===== config.mk =====
export PLATFORM = sky130hd
export DESIGN_NAME = rf_spill_stack
export DESIGN_NICKNAME = d
export VERILOG_FILES = /design/src/rtl/generic_pkg.sv /design/src/rtl/spill_stack_mem.sv /design/src/rtl/rf_spill_stack.sv
export SDC_FILE = /design/constraint.sdc
export NUM_CORES = 2
export LEC_CHECK = 0
export BUFFER_PORTS_ARGS = -buffer_cell sky130_fd_sc_hd__buf_2
export CAP_MARGIN = 20
export CORE_MARGIN = 2
export CORE_UTILIZATION = 45
export CTS_CLUSTER_SIZE = 14
export DETAILED_ROUTE_END_ITERATION = 10
export SLEW_MARGIN = 20
export SYNTH_ARGS = -nofsm -noshare
export SYNTH_HDL_FRONTEND = slang
export SYNTH_HIERARCHICAL = 1
export SYNTH_SLANG_ARGS = --single-unit

===== constraint.sdc =====
create_clock -name clk -period 6.4 [get_ports clk]
set_input_delay 0.32 -clock clk [delete_from_list [all_inputs] [get_ports clk]]
set_output_delay 0.32 -clock clk [all_outputs]
set_load 0.02 [all_outputs]

===== src/rtl/generic_pkg.sv =====
// Shared widths and FSM state type for the register-file spill/fill responder.
package generic_pkg;

  localparam int unsigned NBITS     = 64;
  localparam int unsigned ADDR_SIZE = 6;

  typedef enum logic [1:0] {
    ST_IDLE,
    ST_SPILL_RX,
    ST_FILL_TX
  } spill_state_t;

endpackage


===== src/rtl/spill_stack_mem.sv =====
// Backing store for the spill stack: synchronous write, combinational read.
// The array is intentionally not reset; contents are don't-care after reset.
module spill_stack_mem #(
  parameter int unsigned NBITS = 64,
  parameter int unsigned DEPTH = 64,
  localparam int unsigned AW   = $clog2(DEPTH)
) (
  input  logic             clk,
  input  logic             we,
  input  logic [AW-1:0]    waddr,
  input  logic [NBITS-1:0] wdata,
  input  logic [AW-1:0]    raddr,
  output logic [NBITS-1:0] rdata
);

  logic [NBITS-1:0] mem_q [DEPTH];

  // Write port: one word per cycle when enabled.
  always_ff @(posedge clk) begin
    if (we) mem_q[waddr] <= wdata;
  end

  // Read port: asynchronous, consumed by the top-level output register.
  always_comb begin
    rdata = mem_q[raddr];
  end

endmodule


===== src/rtl/rf_spill_stack.sv =====
// Memory-side responder for windowed register-file SPILL/FILL traffic.
// Spilled words are pushed onto a LIFO; a FILL pulse streams one window back
// through a registered output, most recently spilled word first.
module rf_spill_stack
  import generic_pkg::*;
#(
  parameter int unsigned NBITS     = generic_pkg::NBITS,
  parameter int unsigned WIN_WORDS = 16,
  parameter int unsigned DEPTH     = 2 ** ADDR_SIZE,
  localparam int unsigned AW       = $clog2(DEPTH),
  localparam int unsigned CW       = AW + 1,
  localparam int unsigned BW       = $clog2(WIN_WORDS + 1)
) (
  input  logic             clk,
  input  logic             RST,
  input  logic             ENABLE,
  input  logic             SPILL,
  input  logic [NBITS-1:0] MEM_BUS,
  input  logic             FILL,
  input  logic             CLR_ERR,
  output logic [NBITS-1:0] MEM_BUSread,
  output logic             FILL_VALID,
  output logic             BUSY,
  output logic [CW-1:0]    COUNT,
  output logic             FULL,
  output logic             EMPTY,
  output logic             OVF_ERR,
  output logic             UNF_ERR,
  output logic             PROTO_ERR
);

  spill_state_t     state_q, state_d;
  logic [CW-1:0]    sp_q, sp_d;
  logic [CW-1:0]    base_q, base_d;
  logic [BW-1:0]    bcnt_q, bcnt_d;
  logic             ovf_q, ovf_d;
  logic             unf_q, unf_d;
  logic             proto_q, proto_d;
  logic [NBITS-1:0] dout_q, dout_d;
  logic             valid_q, valid_d;

  logic             do_push, do_pop;
  logic             set_ovf, set_unf, set_proto;
  logic             we;
  logic [AW-1:0]    waddr, raddr;
  logic [NBITS-1:0] rdata;

  assign waddr = sp_q[AW-1:0];
  assign raddr = AW'(sp_q - 1'b1);

  spill_stack_mem #(
    .NBITS (NBITS),
    .DEPTH (DEPTH)
  ) u_mem (
    .clk   (clk),
    .we    (we),
    .waddr (waddr),
    .wdata (MEM_BUS),
    .raddr (raddr),
    .rdata (rdata)
  );

  // Next-state logic: FSM, stack pointer, burst counter, sticky errors.
  // The first fill word is loaded on the IDLE->FILL_TX edge so it is valid
  // the cycle after FILL; FILL_TX then counts the remaining words and
  // spends its final cycle dropping valid.
  always_comb begin
    state_d   = state_q;
    sp_d      = sp_q;
    base_d    = base_q;
    bcnt_d    = bcnt_q;
    dout_d    = dout_q;
    valid_d   = valid_q;
    ovf_d     = ovf_q;
    unf_d     = unf_q;
    proto_d   = proto_q;
    do_push   = 1'b0;
    do_pop    = 1'b0;
    set_ovf   = 1'b0;
    set_unf   = 1'b0;
    set_proto = 1'b0;
    we        = 1'b0;

    if (ENABLE) begin
      case (state_q)
        ST_IDLE: begin
          valid_d = 1'b0;
          if (SPILL) begin
            do_push   = 1'b1;
            base_d    = sp_q;
            bcnt_d    = BW'(1);
            state_d   = (WIN_WORDS == 1) ? ST_IDLE : ST_SPILL_RX;
            set_proto = FILL;
          end else if (FILL) begin
            if (sp_q >= CW'(WIN_WORDS)) begin
              do_pop  = 1'b1;
              bcnt_d  = BW'(1);
              state_d = ST_FILL_TX;
            end else begin
              set_unf = 1'b1;
            end
          end
        end
        ST_SPILL_RX: begin
          if (FILL) set_proto = 1'b1;
          if (SPILL) begin
            do_push = 1'b1;
            bcnt_d  = bcnt_q + 1'b1;
            if (bcnt_q == BW'(WIN_WORDS - 1)) state_d = ST_IDLE;
          end else begin
            set_proto = 1'b1;
            sp_d      = base_q;
            state_d   = ST_IDLE;
          end
        end
        ST_FILL_TX: begin
          if (SPILL || FILL) set_proto = 1'b1;
          if (bcnt_q == BW'(WIN_WORDS)) begin
            valid_d = 1'b0;
            state_d = ST_IDLE;
          end else begin
            do_pop = 1'b1;
            bcnt_d = bcnt_q + 1'b1;
          end
        end
        default: state_d = ST_IDLE;
      endcase

      if (do_push) begin
        if (sp_q == CW'(DEPTH)) begin
          set_ovf = 1'b1;
        end else begin
          we   = 1'b1;
          sp_d = sp_q + 1'b1;
        end
      end

      if (do_pop) begin
        dout_d  = rdata;
        valid_d = 1'b1;
        sp_d    = sp_q - 1'b1;
      end

      ovf_d   = (ovf_q   & ~CLR_ERR) | set_ovf;
      unf_d   = (unf_q   & ~CLR_ERR) | set_unf;
      proto_d = (proto_q & ~CLR_ERR) | set_proto;
    end
  end

  // State registers with asynchronous active-low reset.
  always_ff @(posedge clk or negedge RST) begin
    if (!RST) begin
      state_q <= ST_IDLE;
      sp_q    <= '0;
      base_q  <= '0;
      bcnt_q  <= '0;
      dout_q  <= '0;
      valid_q <= 1'b0;
      ovf_q   <= 1'b0;
      unf_q   <= 1'b0;
      proto_q <= 1'b0;
    end else begin
      state_q <= state_d;
      sp_q    <= sp_d;
      base_q  <= base_d;
      bcnt_q  <= bcnt_d;
      dout_q  <= dout_d;
      valid_q <= valid_d;
      ovf_q   <= ovf_d;
      unf_q   <= unf_d;
      proto_q <= proto_d;
    end
  end

  // Output decode; FILL_VALID is masked while the block is frozen.
  always_comb begin
    MEM_BUSread = dout_q;
    FILL_VALID  = valid_q & ENABLE;
    BUSY        = (state_q != ST_IDLE);
    COUNT       = sp_q;
    FULL        = (sp_q == CW'(DEPTH));
    EMPTY       = (sp_q == '0);
    OVF_ERR     = ovf_q;
    UNF_ERR     = unf_q;
    PROTO_ERR   = proto_q;
  end

endmodule


Yosys cells after proc, flatten, opt, wreduce, memory -nomap -nowiden:

Memories as Yosys holds them, arrays and structs flattened. A register that Yosys moved wholly into a read port is not among the register bits.
Index checks and enable logic that the tools add are counted.

* $add $sub $neg: 3
* multipliers: 0
* divide/modulo/power cells: 0
* $lt $le $gt $ge: 1
* equality and inequality tests: 12
* shift operators: 0
* muxes and demuxes: 49
* bitwise logic cells: 8
* reduce and logical (&&, ||, !) cells: 13

Operators by type and width (number)
* 7-bit two-way mux: 5
* 1-bit two-way mux: 28
* 5-bit two-way mux: 5
* 5-bit case mux with 3 select lines: 1
* 2-bit two-way mux: 6
* 3-bit inequality test (second input constant): 4
* 7-bit by 1-bit adder with 7-bit output (second input constant): 1
* 7-bit equality test (second input constant): 1
* 7-bit by 5-bit >= comparator with 1-bit output (second input constant): 1
* 7-bit logical NOT: 1
* 7-bit by 1-bit subtractor with 7-bit output (second input constant): 1
* 2-bit inequality test (second input constant): 3
* 2-bit case mux with 3 select lines: 1
* 6-bit AND reduction: 1
* 3-bit nonzero test: 2
* 5-bit by 1-bit adder with 5-bit output (second input constant): 1
* 5-bit by 4-bit equality test with 1-bit output (second input constant): 1
* 5-bit equality test (second input constant): 1
* 5-bit AND reduction: 1
* 1-bit AND: 4
* 1-bit case mux with 2 select lines: 2
* 2-bit AND reduction: 2
* 1-bit bitwise OR: 3
* 1-bit case mux with 3 select lines: 1
* 9 further kinds: 9

* bits in registers: 25
* latch bits: 0
* RAM bits: 4096
* ROM bits: 0
* input port bits: 70
* output and inout bits: 78
* memories kept: 1

Memory list
* u_mem.mem_q: words 64, bits a word 64, rd ports 1, clocked after Yosys merged registers in 1, write ports 1, line spill_stack_mem.sv:16 `logic [NBITS-1:0] mem_q [DEPTH];`

Longest topological paths before layout:

* word-level depth: 8
* gate-level depth with buffers: 14
* mapped depth without buffers: 10

Cells and area by module:

Netlist, hierarchy kept.

Modules (own cells, without submodules)
* spill_stack_mem: instances 1, cells an instance 6534, area each 155067.5 µm², seq. area each 122998.0 µm²
* rf_spill_stack: instances 1, cells an instance 462, area each 4162.7 µm², seq. area each 2227.1 µm²

Worst setup path after synthesis:

Ideal clock, no wire load.

* path type: register -> register
* start: reg sp_q[0] (netlist: COUNT[0])
* end: mem u_mem.mem_q[48][0] (enable)
* setup time: 564 ps
* data arrival time: 6675 ps
* setup slack: -839 ps
* cell stages (with the launch flop): 9
* cell sequence: dfrtp_1 > inv_1 > ha_1 > nor3b_2 > and3_1 > clkbuf_1 > nor3_1 > nand4b_1 > nor3_1

* longest elaborated chain between the ends: 6

RTL lines
* start: declaration: line rf_spill_stack.sv:33 `logic [CW-1:0] sp_q, sp_d;`
* start signal: assignment: line rf_spill_stack.sv:164 `sp_q <= sp_d;`
* 7-bit equality test
* named net FULL: line rf_spill_stack.sv:25 `output logic FULL,`
* 1-bit two-way mux: line rf_spill_stack.sv:130 `if (sp_q == CW'(DEPTH)) begin`
* 1-bit two-way mux: line rf_spill_stack.sv:129 `if (do_push) begin`
* 1-bit two-way mux: line rf_spill_stack.sv:84 `if (ENABLE) begin`
* named net we: line rf_spill_stack.sv:44 `logic we;`
* 1-bit two-way mux: line spill_stack_mem.sv:20 `if (we) mem_q[waddr] <= wdata;`
* 1-bit two-way mux (not written as such): line spill_stack_mem.sv:20
* end: declaration: line spill_stack_mem.sv:16

The timed path passes the listed nets, and every way through them passes these cells.

Final worst setup path:

* start: reg sp_q[0] (netlist: COUNT[0])
* end: mem u_mem.mem_q[43][46] (enable)

* longest elaborated chain between the ends: 6

RTL lines (line)
* 7-bit equality test: rf_spill_stack.sv:130
* 1-bit two-way mux: rf_spill_stack.sv:130
* 1-bit two-way mux: rf_spill_stack.sv:129
* 1-bit two-way mux: rf_spill_stack.sv:84
* named net we: rf_spill_stack.sv:44
* 1-bit two-way mux: spill_stack_mem.sv:20
* 1-bit two-way mux (not written as such): spill_stack_mem.sv:20

The timed path passes the listed nets, and every way through them passes these cells.

==> results.txt <==
outcome - complete, no violations
Slew Limit Fails - 0
Clock Skew - 0.0662 ns
Crit path largest cell delay - 1.15 ns
critical path startpoint category - flop
Max Buffers Root-to-Sink - 4
# clock sinks - 4185
total global routing overflow - 0
post_cts resized - 0
fillers - 27.3k
cell taking the most area after synthesis - edfxtp_1
Worst Hold Class - in2reg
Rel. slew slack - 19.7%
Mean Syn Cell Area - 22.8 um^2
Slowest-stage cell, CP - nor2_4
Syn-to-layout area delta - 14.2%
Clock Tree Root - clkbuf_16
DR WL met3 - 39300 um
Peak VDD IR - 0.000703 V
Cells after DPL - 11.7k
r2r setup slk - 0.99 ns
commonest register cell after synthesis - edfxtp_1
final RePlAce weighted congestion - 0.820
crit-path max FO - 36
DIE AREA - 359000 um^2
largest net degree at the start of global routing - 99
IO Pins - 148
WP buf/inv - 2
Total GRT Usage - 24.9%
met2 wire len - 219000 um
RSZ-0062 raised after global routing - no
die height - 599 um
Synth cell types - 67
Yosys warnings - 6
CTS tree - built
PortBufs - 147
period utilization - 84.5%
post-synthesis instance total - 6996
WS Path Type - reg2reg
top-count cell post-synth - edfxtp_1
post-synth top area share - 77.2%
final setup fails - 0
CP Cell Sequence - inv_8, ha_1, nor3b_2, and3_1, nor3_1, nand3_1, nor2_4, buf_12
HPWL Detailed - 233000 um
Post-synth top cells - edfxtp_1, mux4_2, nand2_1, buf_2, a22oi_1
Setup crit end kind - flop
highest routed layer - met5
vias in the first global route - 78.7k
antenna viol nets, final - 0
sequential fraction of the synthesis area - 78.6%
Final Critical Period - 5.41 ns
family with the most delay on the worst path - simple AND/OR/NAND/NOR gates
Final Util - 51.6%
first-pass GRT wire length - 623000 um
Wirelength per Cell - 35.7 um
number of vias per cell - 6.27
clk_lat worst skew - 0.97 ns
row cnt - 218
Synth Register Bits - 4185
CP required - 7.00 ns
DRT Pass-1 Iters - 7
max_cap viols - 0
vias - 78.7k
asr flop ratio synth - 2.13%
worst-margin pin slew - 1.20 ns
initial antenna violation count - 19
layout cells sized above 1 - 27.4%
Leak Pwr - 57.1 nW
H-tree depth - 5
Core Area - 352000 um^2
Post-synth EDFFs - 4096
synth top area cells - edfxtp_1, mux4_2, dfrtp_1
DRT Wirelength - 447000 um
clock transition at the registers of the reported paths - 0.06 ns
Initial Utilization - 45.2%
syn nets - 7075
Num CTS Buffers - 419
Detailed Route Iter0 Violations - 9873
Die X - 599 um
pwr/cell area - 467 nW/um^2
setup total negative slack - 0 ns
met1 WL - 178000 um
Fin. Hold Viols - 0
Syn Std Cell Area - 159000 um^2
fin cells - 12.5k
worst path arrival time - 6.01 ns
NumNets Final - 7527
DR DRC count - 0
Max Fclk - 185 MHz
==> state kept, by name, indices dropped and copies added, names as in the netlist <==
signal and cells:
base_q 7, MEM_BUSread 64, bcnt_q 5, u_mem/mem_q 4096, PROTO_ERR 1, COUNT 7
valid_q 1, OVF_ERR 1, state_q 2, UNF_ERR 1
==> repair_timing <==
item | 4_1_cts | 5_1_grt
endpoints found under the hold margin | 111 | 2425
setup buffers | 0 | 0
hold buffers | 11 | 42
==> kinds of logic (layout without fill, tap and decap cells) <==
family	Yosys count	after routing	synth area share, %
flops	4185	4185	78.6
mux	1167	1167	15.4
simple gates	651	651	1.91
compound gates	554	554	2.68
buf+inv	426	1234	1.28
fa+ha+maj	9	9	0.0707
xor+xnor	4	4	0.0220
other cells	0	10	0
==> power breakdown <==
group	internal, mW	switching (mW)
combinational	11.9	17.4
clock	14.1	10.4
sequential	30.7	0.465
total	56.7	28.2
==> layer usage <==
metal | vias to the layer above | GRT usage, %
met4 | 6 | 6.33
li1 | 30800 | -
met1 | 43500 | 35.0
met5 | - | 0
met3 | 561 | 4.34
met2 | 3909 | 40.6
==> layout by cell type (no fill, tap or decap), types with 52 or more instances in the layout <==
cell type	netlist	routed
buf_4	43	176
mux2i_1	138	138
nor2_4	0	66
a211oi_1	66	66
nor2_1	124	59
and3_1	67	67
a22o_1	88	88
dlygate4sd3_1	0	52
buf_2	178	108
edfxtp_1	4096	4096
mux4_2	1024	1024
o22ai_1	84	84
clkbuf_16	0	427
clkinv_2	0	79
buf_12	0	88
clkinv_1	0	81
dfrtp_1	89	89
clkbuf_1	143	87
nand2_1	276	272
nand3_1	53	53
a22oi_1	168	168
==> path summary, 6_finish.rpt <==
kind,to,cells past startpoint,startpoint
min,u_mem/mem_q[62][30]$_DFFE_PP_,2,MEM_BUS[30]
min reg2reg,MEM_BUSread[25]$_DFFE_PN0P_,2,MEM_BUSread[25]$_DFFE_PN0P_
max reg2reg,u_mem/mem_q[43][46]$_DFFE_PP_,8,COUNT[0]$_DFFE_PN0P_
max,u_mem/mem_q[43][46]$_DFFE_PP_,8,COUNT[0]$_DFFE_PN0P_
max in group asynchronous,base_q[0]$_DFFE_PN0P_,4,RST
min in group asynchronous,MEM_BUSread[56]$_DFFE_PN0P_,3,RST
==> layout make-up <==
type                       count  area (um^2)  share of cell area (%)
sequential                  4185       125000                    68.9
multi-input combinational   2385        32600                    17.9
clock buffer                 539        11400                    6.24
tap                         4730         5920                    3.25
timing repair buffer         426         4200                    2.31
clock inverter               238         2380                    1.31
inverter                      31          131                  0.0722
antenna                       10         25.0                  0.0138
==> per-stage QoR <==
| step | worst slack [ns] | instance area (um^2) | power (mW) | hold WS (ns) |
|---|---|---|---|---|
| final | 0.992 | 182000 | 84.9 | 0.0236 |
| after global routing | 0.889 | 182000 | 87.8 | 0.0374 |
| after CTS | 1.13 | 181000 | 85.4 | 0.00613 |
| after detailed placement | 1.16 | 167000 | 61.0 | 0.411 |
| after global placement | 1.19 | 167000 | 60.9 | 0.412 |
| after floorplan | 0.634 | 159000 | 50.9 | 0.0244 |
(Power assumes the default switching activity.)
